==> src/rtl/mem_store_buffer.sv <==
// mem_store_buffer: MEM-stage sb/sh/sw decode feeding a DEPTH-entry store FIFO drained over req/ack,
// with MEM stall on a full buffer or a load hitting a pending store word.
module mem_store_buffer #(
  parameter int DEPTH = 4,
  parameter int ADDR_W = 32,
  parameter bit ALIGN_CHECK = 1
) (
  input  logic clk,
  input  logic reset,
  input  logic [31:0] IR_M,
  input  logic valid_M,
  input  logic [ADDR_W-1:0] addr_M,
  input  logic [31:0] wdata_M,
  output logic stall_M,
  output logic ades_M,
  output logic mem_req,
  output logic [ADDR_W-1:0] mem_addr,
  output logic [31:0] mem_wdata,
  output logic [3:0] mem_be,
  input  logic mem_ack,
  output logic [$clog2(DEPTH+1)-1:0] count,
  output logic empty
);
  localparam int CW = $clog2(DEPTH+1);
  localparam int PW = DEPTH > 1 ? $clog2(DEPTH) : 1;
  localparam int WW = ADDR_W - 2;
  logic [5:0] op;
  logic is_sb, is_sh, is_sw, store, load, mis, full, hit, enq, deq;
  logic [3:0] be;
  logic [31:0] data;
  logic [WW-1:0] ent_addr [DEPTH];
  logic [31:0] ent_data [DEPTH];
  logic [3:0] ent_be [DEPTH];
  logic [DEPTH-1:0] ent_vld;
  logic [PW-1:0] wr_ptr, rd_ptr;
  logic unused;
  assign unused = ^IR_M[25:0];
  assign op = IR_M[31:26];
  assign is_sb = op == 6'b101000;
  assign is_sh = op == 6'b101001;
  assign is_sw = op == 6'b101011;
  assign store = is_sb | is_sh | is_sw;
  assign load = op inside {6'b100000, 6'b100001, 6'b100011, 6'b100100, 6'b100101};
  assign mis = ALIGN_CHECK && ((is_sh && addr_M[0]) || (is_sw && addr_M[1:0] != 2'b00));
  assign be = is_sw ? 4'b1111 : is_sh ? (addr_M[1] ? 4'b1100 : 4'b0011) : 4'b0001 << addr_M[1:0];
  assign data = is_sw ? wdata_M : is_sh ? {2{wdata_M[15:0]}} : {4{wdata_M[7:0]}};
  assign full = count == CW'(DEPTH);
  assign empty = count == '0;
  // Hit compares word addresses only; byte enables are deliberately ignored.
  always_comb begin
    hit = 1'b0;
    for (int i = 0; i < DEPTH; i++)
      hit = hit | (ent_vld[i] && ent_addr[i] == addr_M[ADDR_W-1:2]);
  end
  assign stall_M = valid_M & ((store & ~mis & full) | (load & hit));
  assign ades_M = valid_M & mis;
  assign enq = valid_M & store & ~mis & ~stall_M;
  assign mem_req = ~empty;
  assign deq = mem_req & mem_ack;
  assign mem_addr = {ent_addr[rd_ptr], 2'b00};
  assign mem_wdata = ent_data[rd_ptr];
  assign mem_be = ent_be[rd_ptr];
  always_ff @(posedge clk or posedge reset)
    if (reset) begin
      wr_ptr <= '0;
      rd_ptr <= '0;
      count <= '0;
      ent_vld <= '0;
      for (int i = 0; i < DEPTH; i++) begin
        ent_addr[i] <= '0;
        ent_data[i] <= '0;
        ent_be[i] <= '0;
      end
    end else begin
      if (deq) begin
        ent_vld[rd_ptr] <= 1'b0;
        rd_ptr <= rd_ptr == PW'(DEPTH-1) ? '0 : rd_ptr + 1'b1;
      end
      if (enq) begin
        ent_vld[wr_ptr] <= 1'b1;
        ent_addr[wr_ptr] <= addr_M[ADDR_W-1:2];
        ent_data[wr_ptr] <= data;
        ent_be[wr_ptr] <= be;
        wr_ptr <= wr_ptr == PW'(DEPTH-1) ? '0 : wr_ptr + 1'b1;
      end
      count <= count + CW'(enq) - CW'(deq);
    end
endmodule

==> config.mk <==
export PLATFORM = sky130hd
export DESIGN_NAME = mem_store_buffer
export DESIGN_NICKNAME = d
export VERILOG_FILES = /design/src/rtl/mem_store_buffer.sv
export SDC_FILE = /design/constraint.sdc
export NUM_CORES = 1
export LEC_CHECK = 0
export BUFFER_PORTS_ARGS = -buffer_cell sky130_fd_sc_hd__buf_2
export CORE_AREA = 2 2 208 210
export CTS_BUF_LIST = sky130_fd_sc_hd__clkbuf_8 sky130_fd_sc_hd__clkbuf_16
export DETAILED_ROUTE_END_ITERATION = 8
export DIE_AREA = 0 0 210 212
export PLACE_DENSITY_LB_ADDON = 0.08
export SYNTH_ARGS = -nofsm -noshare
export SYNTH_HDL_FRONTEND = slang
export SYNTH_SLANG_ARGS = --single-unit
==> constraint.sdc <==
create_clock -name clk -period 25.3 [get_ports clk]
set_input_delay 5.06 -clock clk [delete_from_list [all_inputs] [get_ports clk]]
set_output_delay 5.06 -clock clk [all_outputs]
set_load 0.01 [all_outputs]
Word level (Yosys, flattened, before mapping)
Cells that the tools add are included. W data, S select, Z words.

Add/subtract/negate cells: 4. $lt $le $gt $ge: 7. Equal/unequal tests: 15. Shift operators: 1. Mux-type cells: 31. Bitwise logic cells: 23. Reduce and logical (&&, ||, !) cells: 13.

Operator list (count): $mux W32 (5); $bwmux W128 (1); $bwmux W120 (1); $eq A30 B30 Y1 (4); $mux W30 (3); $bmux W32 S2 (1); $demux W32 S2 (1); $bmux W30 S2 (1); $demux W30 S2 (1); $eq A6 B6 Y1 const B (8); $mux W4 (8); $bwmux W16 (1); $and A1 B1 Y1 (9); $logic_and A1 B1 Y1 (9); $bmux W4 S2 (1); $demux W4 S2 (1); $ge A3 B3 Y1 const B (2); $lt A2 B3 Y1 const B (2); $not A2 Y3 (2); $or A1 B1 Y1 (6); $reduce_bool A5 Y1 (1); $add A2 B1 Y2 const B (2); $and A4 B4 Y4 (1); $demux W1 S2 (2); other kinds (15) (21).

Bits in registers: 275. Input port bits: 100. Output and inout bits: 75. Logic and storage cells: 110.

Longest topological paths before layout
Word-level depth: 12. Depth in mapped cells: 13. Mapped depth without buffers: 11.

Worst setup path before layout
Ideal clock, no wire load.

Path type: in2out. From: input addr_M[5]. To: output stall_M. Arrival time: 6289 ps. Required time: 20240 ps. Slack: 13951 ps. Stages: 7. Path buffers: 1. Cells stage by stage: clkbuf_1 > xnor2_1 > nand4_1 > nor4_1 > nand4_1 > a41oi_1 > a31o_2.

Cells in the longest elaborated chain, start to end: 8. Elaborated cells between the ends (all ways): 14. Classes of those cells: eq/ne (4); bitwise (6); reduce/logical (4).

RTL lines: start, declared (line 12) `input logic [ADDR_W-1:0] addr_M,`; $eq A30 B30 Y1 (line 53) `hit = hit | (ent_vld[i] && ent_addr[i] == addr_M[ADDR_W-1:2]);`; $logic_and A1 B1 Y1 (line 53); $or A1 B1 Y1 (2 in series) (line 53); $or A1 B1 Y1 (*) (line 53); $and A1 B1 Y1 (*) (line 55) `assign stall_M = valid_M & ((store & ~mis & full) | (load & hit));`; $or A1 B1 Y1 (*) (line 55); $and A1 B1 Y1 (*) (line 55); end, declared (line 14) `output logic stall_M,`.

Mark *: on every way between the ends. The rest lies on a longest branch, timed or not.

Worst setup path after layout
From: input addr_M[3]. To: output stall_M.

The elaborated chain is that of the path after synthesis.

==> metrics <==
status=finished, final reports clean; grt total ovfl=0; max incr delay on CP=0.48 ns; worst setup margin=13.13 ns; wire per inst=23.1 um; Die Height=212 um; yosys warns=0; Antenna Cells=0; TritonCTS clock tree=done; critical path fanouts, max=8; HP Class=flip-flop to flip-flop; HPWL Detailed=26,100 um; met2 Use GR=30.5%; Pre-antenna DRT Iters=4; post-CTS setup repair buffer count=0; vias in the first global route=9,044; placer congestion estimate=0.727; Die Width=210 um; Hold Vio Cnt, Final=0; Clk Latency, worst-skew pair=0.53 ns; Initial DRC Count=505; fin cells=1,721; met1 usage=24.6%; worst path arrival time=7.11 ns; pin slew with the least headroom to its limit=1.05 ns; clock skew=0.00624 ns; Inst Count DP=1,658; startpoint types=primary input; fraction of the cycle the final worst path needs=48.1%; Core Rows=76; H-tree depth=2; post-layout util=37.7%; WS Path Type=primary input to primary output; Post-DRT Antenna Nets=0; f_max=82.2 MHz; max-cap violation count=0; DRC viols=0; number of synthesized register bits=275; final wirelength=39,800 um; first-pass GRT wire length=60,100 um; Placement Setup Slack=12.97 ns; Final Max Tran Viols=0; ordered list of cells on the worst path=buf_2 -> xnor2_1 -> nand4_1 -> nor4_1 -> nand4_1 -> a41oi_1 -> a31o_2 -> buf_2; RSZ-0062 raised after global routing=no; minimum clock period=12.17 ns; input/output buffers=146; clock sinks=275; Sum Neg Setup Slack=0 ns; Total GRT Usage=18.3%; syn avg cell area=13.2 um2; most common cell after layout, fill and taps aside=dfrtp_1; pwr/cell area=89.6 nW/um2; Hold-fix buffers, CTS=0; Worst R2R Setup Slack=22.55 ns; Vias=8,586; proportion of layout cells with a drive suffix above 1=37.5%; Distinct cells, synth=40; post-cts gate resize count=0; gr busiest metal=met2; crit path max-delay cell type=nor4_1; maximum vdd drop=62.7 uV; die area=44,500 um2; number of flops mapped to enable cells by yosys=0; TritonCTS buffer count=35; Via-to-Cell Ratio=4.99; Rel. slew slack=29.6%; Critical Path Sink Type=primary output; Core Footprint=42,500 um2; pin count of the biggest net entering global routing=180; P&R area growth vs syn=15.6%; most frequent cells in the layout=dfrtp_1 (273), buf_2 (146), mux2_2 (114); Reg clk slew, reported paths=0.06 ns; initial antenna violation count=1; initial core utilization=32.6%; synthesized cell area=13,900 um2; global routing usage on met3=3.56%; Leakage=7.72 nW; register area share after synthesis=49.6%; post-synthesis cell count=1,052; Async SR Flop Fraction=100%; Max Root-Sink Buffers=3; num ports=175; commonest register cell after synthesis=dfrtp_1; CP Data Required Time=20.24 ns; fill count=4,153; CTS Root Cell=clkbuf_16; Nets=1,260; # setup viols final=0
-- Yosys cell counts (2+ instances only) --
library cell | n | area [um2]
or3_1 | 2 | 12.5
nor2_1 | 10 | 37.5
o21ai_0 | 82 | 410
nand2_1 | 95 | 357
inv_1 | 10 | 37.5
nand4_1 | 24 | 150
xnor2_1 | 78 | 683
buf_2 | 29 | 145
mux2_2 | 114 | 1280
nand2_4 | 4 | 45.0
and2_1 | 2 | 12.5
ha_1 | 10 | 125
a211oi_1 | 8 | 60.1
mux2_4 | 42 | 631
a21oi_1 | 5 | 25.0
buf_4 | 2 | 15.0
a22o_1 | 32 | 280
mux4_2 | 66 | 1490
clkbuf_1 | 38 | 143
mux2i_1 | 24 | 240
xor2_1 | 44 | 385
dfrtp_1 | 275 | 6880
nor2b_1 | 2 | 12.5
buf_6 | 11 | 124
nor4_1 | 16 | 100
buf_1 | 13 | 48.8
-- stage by stage --
| stage | instance area [um2] | hold WS (ns) | total power [W] |
|---|---|---|---|
| final | 16000 | 0.474 | 0.00144 |
| after global routing | 16000 | 0.503 | 0.00152 |
| after CTS | 16000 | 0.480 | 0.00147 |
| after detailed placement | 14900 | 0.466 | 0.000954 |
| after global placement | 14900 | 0.457 | 0.000952 |
| after floorplan | 13900 | 0.444 | 0.000824 |
-- where the power goes --
group	switching [W]	total, W	internal, W
combinational	0.000170	0.000344	0.000174
sequential	0.0000795	0.000591	0.000512
clock	0.000196	0.000501	0.000306
-- worst max-delay path: cells and delay by family --
kind            cells  cell delay, ns
xor+xnor            1            0.35
simple gates        3            0.84
compound gates      2            0.54
buf+inv             2            0.31
-- sequential cells by signal, indices dropped and copies added, names as in the netlist --
name and count:
ent_be 16, ent_vld 4, wr_ptr 2, rd_ptr 2
count 3, ent_addr 120, ent_data 128
-- logic make-up after synthesis --
family / after synthesis / synth area share (%)
other: 1 / 0.0270
adders and majority gates: 11 / 1.05
AOI/OAI and AO/OA: 131 / 5.86
xor gates and xnor gates: 122 / 7.71
and+or+nand+nor: 160 / 5.57
DFF: 275 / 49.6
muxes: 246 / 26.3
buffers and inverters: 106 / 3.91
-- per-layer routing --
metal | share of wire, % | up-vias
met5 | 0 | -
met4 | 1.6 | 0
met3 | 4.4 | 40
met2 | 49 | 162
met1 | 45 | 4419
li1 | - | 3965
-- final cells by class --
cell class	count	area, um2	area share, %
clock inverters	15	87.6	0.546
flip-flops and latches	275	6890	43.0
clock buffers	48	1080	6.72
multi-input cells	672	6450	40.2
inverters	11	48.8	0.304
well taps	546	683	4.26
repair buffers	154	803	5.01
-- worst paths after layout --
check,from,end,cells past startpoint
setup / recovery,addr_M[3],stall_M,8
hold / removal,ent_data[84]$_DFFE_PP0P_,ent_data[84]$_DFFE_PP0P_,2
setup reg to reg,count[1]$_DFF_PP0_,ent_addr[107]$_DFFE_PP0P_,6
hold reg to reg,ent_data[84]$_DFFE_PP0P_,ent_data[84]$_DFFE_PP0P_,2
max in group asynchronous,reset,ent_data[119]$_DFFE_PP0P_,3
min in group asynchronous,reset,count[2]$_DFF_PP0_,2
(Power assumes the default switching activity.)
